--- src/rtl/morse_pkg.sv ---
// Shared definitions for the Morse key front end: symbol encodings, FSM states
// and a helper that sizes the press/gap duration counter.
package morse_pkg;

   localparam logic [1:0] SYM_NONE = 2'b00;
   localparam logic [1:0] SYM_DOT  = 2'b01;
   localparam logic [1:0] SYM_DASH = 2'b10;

   typedef enum logic [1:0] {
      IDLE,
      PRESS,
      GAP
   } state_e;

   function automatic int cnt_width(input int max_value);
      return (max_value < 1) ? 1 : $clog2(max_value + 1);
   endfunction

endpackage

--- src/rtl/morse_debounce.sv ---
// Two-flop synchroniser plus counting debouncer for a slow mechanical key; the
// output level only follows the input after DEBOUNCE_CYCLES disagreeing samples.
module morse_debounce #(
   parameter int DEBOUNCE_CYCLES = 15
) (
   input  logic clk,
   input  logic rst,
   input  logic raw_i,
   output logic level_o
);

   localparam int DW = $clog2(DEBOUNCE_CYCLES + 1);
   localparam logic [DW-1:0] LAST = DW'(DEBOUNCE_CYCLES - 1);

   logic          sync1_q;
   logic          sync2_q;
   logic          level_q;
   logic [DW-1:0] cnt_q;

   // Any sample agreeing with the accepted level restarts the disagreement run.
   always_ff @(posedge clk or posedge rst) begin
      if (rst) begin
         sync1_q <= 1'b0;
         sync2_q <= 1'b0;
         level_q <= 1'b0;
         cnt_q   <= '0;
      end else begin
         sync1_q <= raw_i;
         sync2_q <= sync1_q;
         if (sync2_q == level_q) begin
            cnt_q <= '0;
         end else if (cnt_q >= LAST) begin
            level_q <= sync2_q;
            cnt_q   <= '0;
         end else begin
            cnt_q <= cnt_q + 1'b1;
         end
      end
   end

   assign level_o = level_q;

endmodule

--- src/rtl/morse_symbol_capture.sv ---
// Morse key front end: times debounced presses and gaps, packs dots/dashes into
// a letter frame and hands frames and word markers to a one-deep output register.
module morse_symbol_capture
   import morse_pkg::*;
#(
   parameter int UNIT_TIME        = 2000,
   parameter int MAX_SYMBOLS      = 6,
   parameter int DEBOUNCE_CYCLES  = 15,
   parameter int DASH_UNITS       = 3,
   parameter int LONG_PRESS_UNITS = 10,
   parameter int LETTER_GAP_UNITS = 3,
   parameter int WORD_GAP_UNITS   = 7
) (
   input  logic                             clk,
   input  logic                             rst,
   input  logic                             button_i,
   output logic [2*MAX_SYMBOLS-1:0]         code_o,
   output logic [$clog2(MAX_SYMBOLS+1)-1:0] sym_count_o,
   output logic                             word_end_o,
   output logic                             error_o,
   output logic                             out_valid_o,
   input  logic                             out_ready_i,
   output logic                             overrun_o,
   output logic                             busy_o
);

   localparam int CODE_W   = 2 * MAX_SYMBOLS;
   localparam int CNT_W    = $clog2(MAX_SYMBOLS + 1);
   localparam int DASH_T   = DASH_UNITS * UNIT_TIME;
   localparam int LONG_T   = LONG_PRESS_UNITS * UNIT_TIME;
   localparam int LETTER_T = LETTER_GAP_UNITS * UNIT_TIME;
   localparam int WORD_T   = WORD_GAP_UNITS * UNIT_TIME;
   localparam int SAT_T    = (LONG_T > WORD_T) ? LONG_T : WORD_T;
   localparam int TW       = cnt_width(SAT_T);

   localparam logic [TW-1:0]    DASH_L   = TW'(DASH_T);
   localparam logic [TW-1:0]    LONG_L   = TW'(LONG_T);
   localparam logic [TW-1:0]    LETTER_L = TW'(LETTER_T);
   localparam logic [TW-1:0]    WORD_L   = TW'(WORD_T);
   localparam logic [TW-1:0]    SAT_L    = TW'(SAT_T);
   localparam logic [CNT_W-1:0] MAX_L    = CNT_W'(MAX_SYMBOLS);

   logic              key;
   state_e            state_q;
   logic [TW-1:0]     time_q;
   logic [TW-1:0]     time_inc_d;
   logic [CODE_W-1:0] code_q;
   logic [CNT_W-1:0]  count_q;
   logic              err_q;
   logic              word_armed_q;
   logic [CODE_W-1:0] out_code_q;
   logic [CNT_W-1:0]  out_count_q;
   logic              out_err_q;
   logic              out_word_q;
   logic              out_valid_q;
   logic              overrun_q;
   logic              busy_q;
   logic [1:0]        sym_d;
   logic              letter_emit_d;
   logic              word_emit_d;
   logic              emit_d;
   logic              can_load_d;

   morse_debounce #(
      .DEBOUNCE_CYCLES(DEBOUNCE_CYCLES)
   ) u_debounce (
      .clk    (clk),
      .rst    (rst),
      .raw_i  (button_i),
      .level_o(key)
   );

   // Thresholds compare the registered duration, so a letter frame lands one
   // cycle after the gap counter reaches the letter threshold.
   always_comb begin
      time_inc_d    = (time_q == SAT_L) ? time_q : time_q + 1'b1;
      sym_d         = (time_q < DASH_L) ? SYM_DOT : ((time_q < LONG_L) ? SYM_DASH : SYM_NONE);
      letter_emit_d = (state_q == GAP) && (time_q >= LETTER_L);
      word_emit_d   = (state_q == IDLE) && word_armed_q && (time_q >= WORD_L);
      emit_d        = letter_emit_d || word_emit_d;
      can_load_d    = !out_valid_q || out_ready_i;
   end

   always_ff @(posedge clk or posedge rst) begin
      if (rst) begin
         state_q      <= IDLE;
         time_q       <= '0;
         code_q       <= '0;
         count_q      <= '0;
         err_q        <= 1'b0;
         word_armed_q <= 1'b0;
         out_code_q   <= '0;
         out_count_q  <= '0;
         out_err_q    <= 1'b0;
         out_word_q   <= 1'b0;
         out_valid_q  <= 1'b0;
         overrun_q    <= 1'b0;
         busy_q       <= 1'b0;
      end else begin
         overrun_q <= emit_d && !can_load_d;
         if (emit_d && can_load_d) begin
            out_valid_q <= 1'b1;
            out_code_q  <= letter_emit_d ? code_q : '0;
            out_count_q <= letter_emit_d ? count_q : '0;
            out_err_q   <= letter_emit_d && err_q;
            out_word_q  <= word_emit_d;
         end else if (out_ready_i) begin
            out_valid_q <= 1'b0;
         end

         case (state_q)
            IDLE: begin
               if (key) begin
                  state_q      <= PRESS;
                  busy_q       <= 1'b1;
                  time_q       <= TW'(1);
                  word_armed_q <= 1'b0;
               end else if (word_armed_q) begin
                  time_q <= time_inc_d;
                  if (word_emit_d) begin
                     word_armed_q <= 1'b0;
                  end
               end
            end
            PRESS: begin
               if (key) begin
                  time_q <= time_inc_d;
               end else begin
                  if (sym_d == SYM_NONE || count_q >= MAX_L) begin
                     err_q <= 1'b1;
                  end else begin
                     code_q  <= (code_q << 2) | CODE_W'(sym_d);
                     count_q <= count_q + 1'b1;
                  end
                  state_q <= GAP;
                  time_q  <= TW'(1);
               end
            end
            GAP: begin
               // A press arriving on the closing cycle starts the next letter at once.
               if (letter_emit_d) begin
                  code_q       <= '0;
                  count_q      <= '0;
                  err_q        <= 1'b0;
                  word_armed_q <= !key;
                  state_q      <= key ? PRESS : IDLE;
                  busy_q       <= key;
                  time_q       <= key ? TW'(1) : time_inc_d;
               end else if (key) begin
                  state_q <= PRESS;
                  time_q  <= TW'(1);
               end else begin
                  time_q <= time_inc_d;
               end
            end
            default: begin
               state_q <= IDLE;
               busy_q  <= 1'b0;
            end
         endcase
      end
   end

   assign code_o      = out_code_q;
   assign sym_count_o = out_count_q;
   assign word_end_o  = out_word_q;
   assign error_o     = out_err_q;
   assign out_valid_o = out_valid_q;
   assign overrun_o   = overrun_q;
   assign busy_o      = busy_q;

endmodule

--- config.mk ---
export PLATFORM = sky130hd
export DESIGN_NAME = morse_symbol_capture
export DESIGN_NICKNAME = d
export VERILOG_FILES = /design/src/rtl/morse_pkg.sv /design/src/rtl/morse_debounce.sv /design/src/rtl/morse_symbol_capture.sv
export SDC_FILE = /design/constraint.sdc
export NUM_CORES = 1
export LEC_CHECK = 0
export ABC_AREA = 1
export CAP_MARGIN = 15
export CELL_PAD_IN_SITES_DETAIL_PLACEMENT = 1
export CELL_PAD_IN_SITES_GLOBAL_PLACEMENT = 1
export CORE_AREA = 2 2 72 126
export CTS_CLUSTER_DIAMETER = 100
export DETAILED_ROUTE_END_ITERATION = 10
export DIE_AREA = 0 0 74 128
export DONT_BUFFER_PORTS = 1
export GPL_TIMING_DRIVEN = 0
export PLACE_DENSITY = 0.75
export SYNTH_ARGS = -nofsm -noshare
export SYNTH_HDL_FRONTEND = slang
export SYNTH_SLANG_ARGS = --single-unit
--- constraint.sdc ---
create_clock -name clk -period 2.04 [get_ports clk]
set_clock_uncertainty 0.05 [all_clocks]
set_input_delay 0.306 -clock clk [delete_from_list [all_inputs] [get_ports clk]]
set_output_delay 0.306 -clock clk [all_outputs]
set_load 0.005 [all_outputs]
==> summary.txt <==
Failing checks -> negative hold slack
Inserted Clock Buffers -> 9
Routed wire per std cell -> 15.58 microns
Power, Total -> 3.418 mW
Vias in the first global route -> 3013
Synthesized area -> 3332 sq um
Via count -> 2775
Skew-Pair Late Insertion Delay -> 0.33 ns
DRT Pass-1 Iters -> 4
FF-to-FF path depth -> 11
GRT overflow -> 0
Share of cells above drive strength 1 -> 15.73%
Most common cell after layout, fill and taps aside -> nand2_1
Final period utilization -> 89.28%
Ant diodes -> 0
# IOs -> 24
Worst Setup Path Type -> reg -> reg
Max Buffers Root-to-Sink -> 2
Global-route wire length before repair -> 13970 microns
Crit path max fanout -> 10
Critical path cell sequence -> inv_1, ha_1, nor2_1, nor2_1, nor2_1, nand3_1, nand2_2, nand3_4, buf_6, nand2_1, nand2_1
Critical path launch point type -> flip-flop
Hold/Removal Path Class -> in -> async
Multi-input logic area -> 1491 sq um
Reg-to-Reg End -> code_q[4]$_DFFE_PP0P_
Seq/Total Area, Yosys -> 45.81%
Mean Syn Cell Area -> 8.127 sq um
Ys flop type -> dfrtp_1
Cells after Synth -> 410
Port Buffer Count -> 0
Total wire length -> 8460 microns
FF+latch count, synth -> 61
Iteration-0 DRC Markers -> 139
Post-layout min period -> 1.821 ns
Reg2reg start -> count_q[0]$_DFFE_PP0P_
Rel. slew slack -> 42.66%
Crit end category -> flip-flop
Worst R2R Setup Slack -> 0.22 ns
Min Hold Slack -> -0.02057 ns
Final Setup Violations -> 0
Most used cell, CP -> nor2_1
Max frequency -> 0.5490 GHz
Clk sinks -> 61
Die height -> 128 microns
Unrepaired setup endpoints after global routing -> false
Core Util, Final -> 44.67%
Yosys Warn Count -> 0
VDD IR-drop max -> 432.9 uV
GRT Overall Usage -> 19.50%
Core area -> 8502 sq um
Root buf cell -> clkbuf_16
Worst slew pin tran -> 0.8589 ns
Die W -> 74 microns
Die area -> 9472 sq um
Nets@finish -> 433
Reg area -> 1526 sq um
Routed Antenna Nets -> 0
CTS tree -> built
Critical Path RT -> 2.20 ns
H-tree Lvls -> 3
Core Rows -> 45
Max-Cap Viols -> 0
Via/cell ratio -> 5.110
Largest net degree at the start of global routing -> 38
Cell Pwr Density -> 900.1 nW/um^2
Filler cells -> 1044
Largest stage delay, worst path -> 0.39 ns
Async SR Flop Fraction -> 100.0%
DPL Wire Length -> 6478 microns
Number of synthesized flops with an enable pin -> 0
Antenna violations before repair -> 0
P_leak -> 1.886 nW
Slowest stage cell, crit path -> dfrtp_1
Max Slew Vio Count -> 0
Mapped Nets -> 420
Outcome -> complete, but fails checks
Routability cong. -> 0.7922
Initial core utilization -> 39.19%
Distinct cell type count after synthesis -> 31
Postcts setup bufs -> 0
DRC Markers -> 0
WP data arrival -> 1.98 ns
Most frequent cells in the layout -> nand2_1, dfrtp_1, nor2_1
Clock transition at the registers of the reported paths -> 0.05 ns
Final Hold Fails -> 7
P&R area growth vs syn -> 13.97%
## stage by stage
| stage | cells | setup slack (ns) | setup TNS [ns] | cell area [sq um] |
|---|---|---|---|---|
| global placement | 527 | -0.5719 | -34.65 | 3478 |
| CTS | 543 | 0.2123 | 0 | 3797 |
| global route | 543 | 0.08299 | 0 | 3797 |
| finish | 543 | 0.2186 | 0 | 3797 |
| floorplan | 410 | 0.1710 | 0 | 3332 |
| detailed placement | 528 | 0.2249 | 0 | 3506 |
## kinds of logic after synthesis
kind of cell / count (synthesis) / synth area share, %
AOI/OAI and AO/OA: 38 / 8.374
DFF: 61 / 45.81
adders and majority gates: 6 / 2.253
xor gates and xnor gates: 4 / 1.052
buffers and inverters: 65 / 9.425
and+or+nand+nor: 236 / 33.08
## timing repair
| action | 4_1_cts | 5_1_grt |
|---|---|---|
| hold buffers | 1 | 0 |
| endpoints found under the hold margin | 1 | 0 |
| resized for setup | 0 | 0 |
## cells in the mapped netlist, types with 2 or more instances
| cell type | n | area [sq um] |
|---|---|---|
| inv_2 | 4 | 15.01 |
| o21ai_1 | 2 | 10.01 |
| nor2_4 | 2 | 22.52 |
| nor2_1 | 53 | 198.9 |
| nand3_2 | 3 | 30.03 |
| inv_4 | 2 | 12.51 |
| nand4_1 | 22 | 137.6 |
| xor2_1 | 3 | 26.28 |
| buf_2 | 4 | 20.02 |
| nand3_4 | 2 | 35.03 |
| o21ai_0 | 6 | 30.03 |
| inv_1 | 45 | 168.9 |
| dfrtp_1 | 61 | 1526 |
| ha_1 | 6 | 75.07 |
| o21ai_2 | 16 | 140.1 |
| buf_6 | 7 | 78.83 |
| buf_4 | 2 | 15.01 |
| nor3_1 | 2 | 10.01 |
| nand2_2 | 7 | 43.79 |
| a21oi_1 | 9 | 45.04 |
| nand2_1 | 98 | 367.9 |
| nand3_1 | 45 | 225.2 |
## routing by layer
metal | vias up | global-route usage, % | share of wire, % | wire, microns
met3 | 19 | 3.695 | 2.4 | 203
li1 | 1346 | - | - | -
met1 | 1367 | 17.56 | 35 | 2967
met2 | 43 | 38.60 | 59 | 5015
met5 | - | 0 | 0 | 0
met4 | 0 | 9.840 | 3.2 | 274
## how the worst max path moves through the flow
stage | startpoint | endpoint | cells past startpoint
after detailed placement | state_q[0]$_DFFE_PP0P_ | code_o[2]$_DFFE_PP0P_ | 7
after CTS | count_q[0]$_DFFE_PP0P_ | code_q[9]$_DFFE_PP0P_ | 11
after floorplan | rst | busy_o$_DFFE_PP0P_ | 1
after global placement | rst | u_debounce.sync2_q$_DFF_PP0_ | 1
after global routing | time_q[0]$_DFFE_PP0P_ | time_q[10]$_DFFE_PP0P_ | 9
final | count_q[0]$_DFFE_PP0P_ | code_q[4]$_DFFE_PP0P_ | 11
## power by group
group          internal (mW)  switching (mW)  total (mW)  leakage, nW
clock                  0.962           0.505        1.47        0.139
combinational          0.184           0.374       0.558        0.913
sequential              1.31          0.0833        1.39        0.835
## sequential cells by signal, indices dropped and copies added (netlist names)
signal              cells
time_q                 15
code_o                 12
code_q                 12
u_debounce.cnt_q        4
count_q                 3
sym_count_o             3
state_q                 2
busy_o                  1
err_q                   1
error_o                 1
out_valid_o             1
overrun_o               1
u_debounce.level_o      1
u_debounce.sync1_q      1
u_debounce.sync2_q      1
word_armed_q            1
word_end_o              1
## critical path, delay by kind of cell (launching register included)
kind | cells | cell delay, ns
DFF | 1 | 0.39
buffers and inverters | 2 | 0.26
adders and majority gates | 1 | 0.20
and+or+nand+nor | 8 | 0.81
## cell type report
type,count,share of cell area [%]
flip-flops and latches,61,40.20
multi-input cells,284,39.28
clock buffers,12,6.491
inverters,51,5.173
well taps,117,3.855
plain buffers,14,3.097
repair buffers,2,0.9885
clock inverters,2,0.9226
Note: power is estimated with default switching activity, not from simulation.
